**config.mk**
```make
export PLATFORM = sky130hd
export DESIGN_NAME = grant_mux
export DESIGN_NICKNAME = d
export VERILOG_FILES = /design/src/rtl/grant_pkg.sv /design/src/rtl/grant_mux_fifo.sv /design/src/rtl/grant_mux.sv
export SDC_FILE = /design/constraint.sdc
export NUM_CORES = 1
export LEC_CHECK = 0
export BUFFER_PORTS_ARGS = -buffer_cell sky130_fd_sc_hd__buf_2
export CORE_ASPECT_RATIO = 1.5
export CORE_MARGIN = 1.5
export CORE_UTILIZATION = 56
export DETAILED_ROUTE_END_ITERATION = 7
export PLACE_DENSITY_LB_ADDON = 0.2
export SYNTH_ARGS = -nofsm -noshare
export SYNTH_HDL_FRONTEND = slang
export SYNTH_HIERARCHICAL = 1
export SYNTH_SLANG_ARGS = --single-unit
```
**constraint.sdc**
```tcl
create_clock -name clk -period 2.8 [get_ports clk]
set_clock_uncertainty 0.15 [all_clocks]
set_input_delay 0.56 -clock clk [delete_from_list [all_inputs] [get_ports clk]]
set_output_delay 0.56 -clock clk [all_outputs]
set_load 0.005 [all_outputs]
```
**src/rtl/grant_pkg.sv**
```systemverilog
// Shared helpers for the grant multiplexer: grant validity check,
// one-hot to index encode and the index-width derivation.
package grant_pkg;

  // Widest grant vector the helpers accept; callers zero-extend.
  localparam int MAX_PORTS     = 32;
  localparam int DEFAULT_PORTS = 3;

  typedef logic [MAX_PORTS-1:0] port_vec_t;

  // Bits needed to index NUM_PORTS ports (at least one).
  function automatic int idx_width(input int num_ports);
    return (num_ports > 1) ? $clog2(num_ports) : 1;
  endfunction

  // Index width for the default port count.
  localparam int IDX_W = idx_width(DEFAULT_PORTS);

  // True when the vector has no bit or exactly one bit set.
  function automatic logic is_zero_or_onehot(input port_vec_t v);
    return (v & (v - port_vec_t'(1))) == '0;
  endfunction

  // Position of the set bit of a one-hot vector (0 for an all-zero vector).
  function automatic int onehot_index(input port_vec_t v);
    int idx;
    idx = 0;
    for (int k = 0; k < MAX_PORTS; k++) begin
      if (v[k]) idx = k;
    end
    return idx;
  endfunction

endpackage

```
**src/rtl/grant_mux_fifo.sv**
```systemverilog
// Two-entry skid FIFO carrying {last, data}. The push-side ready is a
// register that is high exactly when the FIFO will not be full, so the
// upstream sees no combinational path from the pop side.
module grant_mux_fifo #(
  parameter int DATA_WIDTH = 8
) (
  input  logic                  clk,
  input  logic                  rst,
  input  logic                  i_push_valid,
  output logic                  o_push_ready,
  input  logic [DATA_WIDTH:0]   i_push_data,
  input  logic                  i_pop,
  output logic                  o_empty,
  output logic                  o_nonempty_next,
  output logic [DATA_WIDTH:0]   o_head
);

  logic [DATA_WIDTH:0] r_mem [0:1];
  logic                r_wr_ptr;
  logic                r_rd_ptr;
  logic [1:0]          r_count;
  logic                r_ready;

  logic                w_push;
  logic                w_pop;
  logic [1:0]          w_count_next;

  assign w_push = i_push_valid & r_ready;
  assign w_pop  = i_pop & (r_count != 2'd0);

  // Occupancy after this edge; push and pop together leave it unchanged.
  always_comb begin
    w_count_next = r_count;
    case ({w_push, w_pop})
      2'b10:   w_count_next = r_count + 2'd1;
      2'b01:   w_count_next = r_count - 2'd1;
      default: w_count_next = r_count;
    endcase
  end

  // Pointers, occupancy and the registered ready flag.
  always_ff @(posedge clk or posedge rst) begin
    if (rst) begin
      r_wr_ptr <= 1'b0;
      r_rd_ptr <= 1'b0;
      r_count  <= 2'd0;
      r_ready  <= 1'b0;
    end else begin
      if (w_push) r_wr_ptr <= ~r_wr_ptr;
      if (w_pop)  r_rd_ptr <= ~r_rd_ptr;
      r_count <= w_count_next;
      r_ready <= (w_count_next != 2'd2);
    end
  end

  // Beat storage; contents are don't-care while the slot is empty.
  always_ff @(posedge clk) begin
    if (w_push) r_mem[r_wr_ptr] <= i_push_data;
  end

  assign o_push_ready    = r_ready;
  assign o_empty         = (r_count == 2'd0);
  assign o_nonempty_next = (w_count_next != 2'd0);
  assign o_head          = r_mem[r_rd_ptr];

endmodule

```
**src/rtl/grant_mux.sv**
```systemverilog
// Grant-driven stream multiplexer: one skid FIFO per upstream port, a
// held request per port while a packet is open, and a single output
// register fed from whichever port the external arbiter grants.
module grant_mux
  import grant_pkg::*;
#(
  parameter int NUM_PORTS  = 3,
  parameter int DATA_WIDTH = 8
) (
  input  logic                            clk,
  input  logic                            rst,
  output logic [0:NUM_PORTS-1]            request,
  input  logic [0:NUM_PORTS-1]            grant,
  input  logic [0:NUM_PORTS-1]            s_valid,
  output logic [0:NUM_PORTS-1]            s_ready,
  input  logic [0:NUM_PORTS-1]            s_last,
  input  logic [NUM_PORTS*DATA_WIDTH-1:0] s_data,
  output logic                            m_valid,
  input  logic                            m_ready,
  output logic [DATA_WIDTH-1:0]           m_data,
  output logic                            m_last,
  output logic                            err_grant
);

  localparam int PORT_IDX_W = idx_width(NUM_PORTS);

  logic [DATA_WIDTH:0]     w_head [0:NUM_PORTS-1];
  logic [0:NUM_PORTS-1]    w_empty;
  logic [0:NUM_PORTS-1]    w_nonempty_next;
  logic [0:NUM_PORTS-1]    w_ready;
  logic [0:NUM_PORTS-1]    w_push;
  logic [0:NUM_PORTS-1]    w_pop;
  logic [0:NUM_PORTS-1]    w_in_pkt_next;
  logic [0:NUM_PORTS-1]    w_request_next;

  logic [0:NUM_PORTS-1]    r_in_pkt;
  logic [0:NUM_PORTS-1]    r_request;
  logic                    r_m_valid;
  logic                    r_m_last;
  logic [DATA_WIDTH-1:0]   r_m_data;

  port_vec_t               w_grant_vec;
  logic                    w_grant_ok;
  logic                    w_grant_bad;
  logic [PORT_IDX_W-1:0]   w_sel;
  logic                    w_move;

  // Re-pack the grant so bit k of the helper vector is port k.
  always_comb begin
    w_grant_vec = '0;
    for (int k = 0; k < NUM_PORTS; k++) begin
      w_grant_vec[k] = grant[k];
    end
  end

  assign w_grant_bad = ~is_zero_or_onehot(w_grant_vec);
  assign w_grant_ok  = (grant != '0) & ~w_grant_bad;
  assign w_sel       = PORT_IDX_W'(onehot_index(w_grant_vec));

  // A beat moves only under a clean single grant into a free or draining slot.
  assign w_move = w_grant_ok & ~w_empty[w_sel] & (~r_m_valid | m_ready);

  genvar gi;
  generate
    for (gi = 0; gi < NUM_PORTS; gi++) begin : g_port
      grant_mux_fifo #(
        .DATA_WIDTH (DATA_WIDTH)
      ) u_fifo (
        .clk             (clk),
        .rst             (rst),
        .i_push_valid    (s_valid[gi]),
        .o_push_ready    (w_ready[gi]),
        .i_push_data     ({s_last[gi], s_data[(NUM_PORTS-gi)*DATA_WIDTH-1 -: DATA_WIDTH]}),
        .i_pop           (w_pop[gi]),
        .o_empty         (w_empty[gi]),
        .o_nonempty_next (w_nonempty_next[gi]),
        .o_head          (w_head[gi])
      );

      assign w_push[gi] = s_valid[gi] & w_ready[gi];
      assign w_pop[gi]  = w_move & (w_sel == PORT_IDX_W'(gi));

      // A fresh beat opens (or keeps open) the packet; a last beat leaving closes it.
      assign w_in_pkt_next[gi] = w_push[gi] ? 1'b1 :
                                 (w_pop[gi] & w_head[gi][DATA_WIDTH]) ? 1'b0 :
                                 r_in_pkt[gi];
      assign w_request_next[gi] = w_nonempty_next[gi] | w_in_pkt_next[gi];
    end
  endgenerate

  // Packet-open flags and registered requests for every port.
  always_ff @(posedge clk or posedge rst) begin
    if (rst) begin
      r_in_pkt  <= '0;
      r_request <= '0;
    end else begin
      r_in_pkt  <= w_in_pkt_next;
      r_request <= w_request_next;
    end
  end

  // Output register: load on a move, hold while stalled, empty when drained.
  always_ff @(posedge clk or posedge rst) begin
    if (rst) begin
      r_m_valid <= 1'b0;
      r_m_last  <= 1'b0;
      r_m_data  <= '0;
    end else if (w_move) begin
      r_m_valid <= 1'b1;
      {r_m_last, r_m_data} <= w_head[w_sel];
    end else if (m_ready) begin
      r_m_valid <= 1'b0;
    end
  end

  assign request   = r_request;
  assign s_ready   = w_ready;
  assign m_valid   = r_m_valid;
  assign m_last    = r_m_last;
  assign m_data    = r_m_data;
  // Flags the offending cycle itself; forced low while in reset.
  assign err_grant = ~rst & w_grant_bad;

endmodule
```
Yosys cells after proc, flatten, opt, wreduce, memory -nomap -nowiden
Memories as Yosys holds them, arrays and structs flattened. Index checks and enable logic that the tools add are counted. W data, S select, Z words.

Bitwise gates (word level): 32. Magnitude comparators: 1. Equality and inequality tests: 11. Multiplexer cells: 25. Add/sub/neg operators: 7. Reductions and logical operators: 13.

Operators with widths (number): $and A3 B32 Y32 (1); $logic_not A32 Y1 (1); $bmux W9 S2 (1); $mux W9 (2); $mux W1 (17); $and A1 B1 Y1 (16); $reduce_bool A2 Y1 (7); $pmux W2 S2 (3); $not A1 Y1 (10); $eq A2 B1 Y1 const B (4); $eq A2 B2 Y1 const B (4); $logic_not A2 Y1 (4); $add A2 B1 Y2 const B (3); $ne A2 B2 Y1 const B (3); $sub A2 B1 Y2 const B (3); $or A1 B1 Y1 (4); $sub A3 B1 Y4 const B (1); $ge A3 B3 Y1 const B (1); $not A2 Y3 (1); $reduce_bool A3 Y1 (1); $bmux W1 S2 (1); $mux W2 (1).

Output and inout bits: 17. Bits in writable memories: 54. Bits in registers: 31. Memories: 3.

Memory list: g_port[0].u_fifo.r_mem (depth 2, width 9, rd ports 1, clocked after memory_dff 0, write ports 1, line grant_mux_fifo.sv:18) `logic [DATA_WIDTH:0] r_mem [0:1];`; g_port[1].u_fifo.r_mem (depth 2, width 9, rd ports 1, clocked after memory_dff 0, write ports 1, line grant_mux_fifo.sv:18); g_port[2].u_fifo.r_mem (depth 2, width 9, rd ports 1, clocked after memory_dff 0, write ports 1, line grant_mux_fifo.sv:18).

Logic depth before layout (Yosys ltp)
Depth after elaboration: 15. Mapped depth: 10. Mapped depth without buffers: 10.

By module
Netlist, hierarchy kept.

Modules (own cells, without submodules): grant_mux_fifo (cells each 54, area each 903.4 um^2, instances 3); grant_mux (cells each 86, area each 892.1 um^2, instances 1).

Least setup slack after synthesis
No wires, ideal clock.

Path type: input-to-reg. Start: input grant[1] (netlist bit). End: register r_request, in the netlist request[0]. Path slack: 14 ps. Stages: 9. Arrival: 2508 ps. Library setup time: 127 ps. Data required time: 2523 ps. Cell sequence: buf_6 > or4b_4 > nor4_1 > nor2b_2 > ha_1 > nand2b_1 > o21ai_1 > o21ai_1 > or2_2.

Longest elaborated chain between the ends: 15. Elaborated cells between the ends (all ways): 25.

Ends and longest elaborated chain: start: declaration (line grant_mux.sv:13) `input logic [0:NUM_PORTS-1] grant,`; branches (longest 9 deep; another with $sub A3 B1 Y4); $and A1 B1 Y1 * (line grant_mux.sv:81) `assign w_pop[gi] = w_move & (w_sel == PORT_IDX_W'(gi));`; via w_pop, one bit (line grant_mux.sv:32) `logic [0:NUM_PORTS-1] w_pop;`; $and A1 B1 Y1 * (line grant_mux_fifo.sv:29) `assign w_pop = i_pop & (r_count != 2'd0);`; via g_port[0].u_fifo.w_pop (line grant_mux_fifo.sv:25) `logic w_pop;`; $eq A2 B1 Y1 or $eq A2 B2 Y1 (tied branches) (line grant_mux_fifo.sv:34) `case ({w_push, w_pop})`; $pmux W2 S2 * (line grant_mux_fifo.sv:34); $reduce_bool A2 Y1 * (line grant_mux_fifo.sv:63) `assign o_nonempty_next = (w_count_next != 2'd0);`; via w_nonempty_next, one bit (line grant_mux.sv:29) `logic [0:NUM_PORTS-1] w_nonempty_next;`; $or A1 B1 Y1 * (line grant_mux.sv:87) `assign w_request_next[gi] = w_nonempty_next[gi] | w_in_pkt_next[gi];`; via w_request_next, one bit (line grant_mux.sv:34) `logic [0:NUM_PORTS-1] w_request_next;`; end signal: assignment (line grant_mux.sv:98) `r_request <= w_request_next;`; end: declaration (line grant_mux.sv:37) `logic [0:NUM_PORTS-1] r_request;`.

Mark *: on every way through the listed nets, which the timed path passes. The select of a mux whose other input is x is not followed. A chain may end at the register's enable or synchronous reset.

Worst setup path in the final report
Start: register g_port[1].u_fifo.r_count[1]. End: register r_request, in the netlist request[1].

Longest elaborated chain between the ends: 13. Elaborated cells between the ends (all ways): 20.

Ends and longest elaborated chain: start: declaration (line grant_mux_fifo.sv:21) `logic [1:0] r_count;`; start signal: assignment (line grant_mux_fifo.sv:51) `r_count <= w_count_next;`; $logic_not A2 Y1 * (line grant_mux_fifo.sv:62) `assign o_empty = (r_count == 2'd0);`; via w_empty, one bit (line grant_mux.sv:28) `logic [0:NUM_PORTS-1] w_empty;`; $bmux W1 S2 * (line grant_mux.sv:61) `assign w_move = w_grant_ok & ~w_empty[w_sel] & (~r_m_valid | m_ready);`; $mux W1 (implied by the code) * (2 in series) (line grant_mux.sv:61); $not A1 Y1 * (line grant_mux.sv:61); $and A1 B1 Y1 * (2 in series) (line grant_mux.sv:61); $and A1 B1 Y1 * (line grant_mux.sv:81); via w_pop, one bit (line grant_mux.sv:32); $and A1 B1 Y1 * (line grant_mux_fifo.sv:29); via g_port[1].u_fifo.w_pop (line grant_mux_fifo.sv:25); $eq A2 B1 Y1 or $eq A2 B2 Y1 (tied branches) (line grant_mux_fifo.sv:34); $pmux W2 S2 * (line grant_mux_fifo.sv:34); $reduce_bool A2 Y1 * (line grant_mux_fifo.sv:63); via w_nonempty_next, one bit (line grant_mux.sv:29); $or A1 B1 Y1 * (line grant_mux.sv:87); via w_request_next, one bit (line grant_mux.sv:34).

The timed path passes the listed nets; every way through them passes the cells marked *. The select of a mux whose other input is x is not followed.

==> run_results.csv <==
group,metric,value,unit
synthesis,synth_area,3600,sq um
layout,fin_nets,359,
sta,fmax,377,MHz
synthesis,synth_nets,287,
worst_setup_path,arrival,2.73,ns
die,pin_count,53,
clocking,path_clk_slew,0.09,ns
detailed_routing,drc,0,
power,powerDensity,902,nW/um^2
grt,grt.overflow.total,0,
detailed_routing,wl,6250,um
die,die-height,101,um
synthesis,synth_seq_cells,85,
worst_setup_path,critPathKind,"flop to flop",
clocking,clk_path_buf_depth,2,
synthesis,synth-warning-count,6,
worst_setup_path,setup.worst_path.end_class,"flop",
synthesis,syn_avg_cell_area,14.5,sq um
grt,grt_pass1_vias,2145,
worst_setup_path,crit_required,2.87,ns
sta,slew_viol_final,0,
layout,nFillCells,472,
sta,relSlewSlack,0.485,
synthesis,synth_cells,248,
detailed_routing,antenna_left,0,
placement,gp_congestion,0.737,
layout,drive_gt1_frac,0.385,
clocking,cts.sinks,85,
outcome,status,"finished, final reports clean",
placement,dp_cells,382,
layout,mostFrequentLayoutCells,"54 x edfxtp_1, 52 x buf_2, 29 x dfrtp_1, 27 x mux2_2",
power,p_leak,1.71,nW
clocking,clk_latency,0.34,ns
die,dieWidth,68.5,um
worst_setup_path,start_kind,"flop",
worst_hold_path,min_path_type,"primary input to flop",
die,core,6170,sq um
detailed_routing,drt-initial-drc-count,158,
synthesis,synth.yosys.seq_area_share,0.666,
die,fp-row-count,35,
layout,area_growth,17.5,%
layout,antenna_cells,0,
grt,grt.total_usage,0.197,
layout,instances_no_fill,399,
power,irDropWorstVdd,0.479,mV
synthesis,yosysTopAreaCell,"edfxtp_1",
grt,grt_pass1_wl,9970,um
detailed_routing,via_per_inst,5.40,
flow_run,cap_violations,0,
sta,period_share,0.948,
synthesis,synth_area_leaders,"edfxtp_1 45%, dfrtp_1 22%, mux2_2 8.4%",
detailed_routing,wl_per_cell,15.7,um
placement,port_buffers,52,
synthesis,synth_top_area_frac,0.450,
worst_setup_path,path_max_fanout,6,
grt,grt_max_degree,20,
clocking,cts_tree,"built",
power,power,3.82,mW
synthesis,synth_cell_types,35,
layout,final_common_cell,"edfxtp_1",
clocking,cts_made_buffers,9,
detailed_routing,vias,2155,
sta,min_period,2.65,ns
clocking,htreeDepth,3,
detailed_routing,first_pass_iters,4,
sta,tightest_slew,0.770,ns
sta,setup-violations-final,0,
die,start_util,0.583,
placement,post-dp-hpwl,4720,um
grt,antenna_found_initial,0,
sta,rsz0062_at_grt,"no",
die,die_area,6930,sq um
sta,finalHoldViolCount,0,
clocking,root_buffer,"clkbuf_8",
-- through the flow --
step | setup TNS (ns) | setup WS, ns | hold WS (ns) | instance area, sq um | utilization
2_1_floorplan | 0 | 0.0144 | 0.189 | 3600 | -
3_3_place_gp | -0.0379 | -0.0342 | 0.326 | 4030 | 0.652
3_5_place_dp | -0.169 | -0.0909 | 0.328 | 4030 | 0.652
4_1_cts | 0 | 0.0954 | 0.242 | 4230 | 0.685
5_1_grt | 0 | 0.0252 | 0.239 | 4230 | 0.686
6_report | 0 | 0.146 | 0.252 | 4230 | 0.686
-- cell usage after synthesis (all sizes together) --
master and number:
and2 3, or2 2, clkbuf 2, or4b 3
a221o 1, nor2b 4, mux2 36, a31oi 3
nand2 16, edfxtp 54, o21ai 18, inv 8
and3 4, nor2 12, a21oi 8, ha 3
a22o 1, nand2b 8, buf 5, mux2i 8
nand3 1, xnor2 6, dfrtp 31, nor4 1
nand4 1, nor3 3, xor2 6
-- routing by layer --
| layer | GRT usage | part of all wire | up-vias |
|---|---|---|---|
| li1 | - | - | 1044 |
| met1 | 0.230 | 0.42 | 1058 |
| met2 | 0.347 | 0.54 | 45 |
| met3 | 0.0333 | 0.032 | 8 |
| met4 | 0.0831 | 0.015 | 0 |
| met5 | 0 | 0 | - |
-- cell type report --
type / count / area (sq um) / share of cell area
Tap cell: 74 / 92.6 / 0.0219
Sequential cell: 85 / 2400 / 0.567
Timing Repair Buffer: 68 / 383 / 0.0905
Multi-Input combinational cell: 148 / 1140 / 0.268
Inverter: 8 / 30.0 / 0.00709
Clock inverter: 6 / 63.8 / 0.0151
Clock buffer: 10 / 128 / 0.0302
-- sequential cells by signal (all words and copies together) (netlist names) --
register	flops
g_port.u_fifo/o_push_ready	3
g_port.u_fifo/r_count	6
g_port.u_fifo/r_mem	54
g_port.u_fifo/r_rd_ptr	3
g_port.u_fifo/r_wr_ptr	3
m_data	8
m_last	1
m_valid	1
r_in_pkt	3
request	3
-- final timing paths --
| check | cells after the start | end | slack (ns) | startpoint |
|---|---|---|---|---|
| hold / removal | 1 | g_port[2].u_fifo/r_mem[0][4] | 0.25 | s_data[4] |
| hold reg to reg | 1 | m_data[6] | 0.34 | m_data[6] |
| min in group asynchronous | 3 | g_port[0].u_fifo/r_rd_ptr | 0.56 | rst |
| max in group asynchronous | 3 | r_in_pkt[0] | 1.31 | rst |
| setup reg to reg | 10 | request[1] | 0.15 | g_port[1].u_fifo/r_count[1] |
| setup / recovery | 10 | request[1] | 0.15 | g_port[1].u_fifo/r_count[1] |
-- logic make-up after synthesis --
kind of cell / after synthesis / synth area share
buffers and inverters: 15 / 0.0191
muxes: 44 / 0.136
AOI/OAI and AO/OA: 31 / 0.0465
xor gates and xnor gates: 12 / 0.0292
and+or+nand+nor: 58 / 0.0934
adders and majority gates: 3 / 0.0104
DFF: 85 / 0.666
-- critical path, cell delays in order (launching register included) --
cell and delay, ns:
dfrtp_2 0.44, nor2_2 0.07, or4b_1 0.48, nand2_1 0.10
and3_1 0.14, nor2b_2 0.16, ha_1 0.25, nand2b_1 0.19
o21ai_0 0.19, o21ai_1 0.09, or2_2 0.29
-- what timing repair did --
item / CTS / global route
setup endpoints to repair: 0 / 2
resized for setup: 0 / 2
buffers inserted: 0 / 0
hold buffers: 1 / 0
hold endpoints to repair: 6 / 0
-- where the power goes --
| part | switching (mW) | internal (mW) | total [mW] | leakage [nW] |
|---|---|---|---|---|
| clock | 0.419 | 0.413 | 0.831 | 0.0927 |
| combinational | 0.458 | 0.542 | 1.00 | 0.773 |
| sequential | 0.271 | 1.72 | 1.99 | 0.844 |
Note: power is estimated with default switching activity, not from simulation.
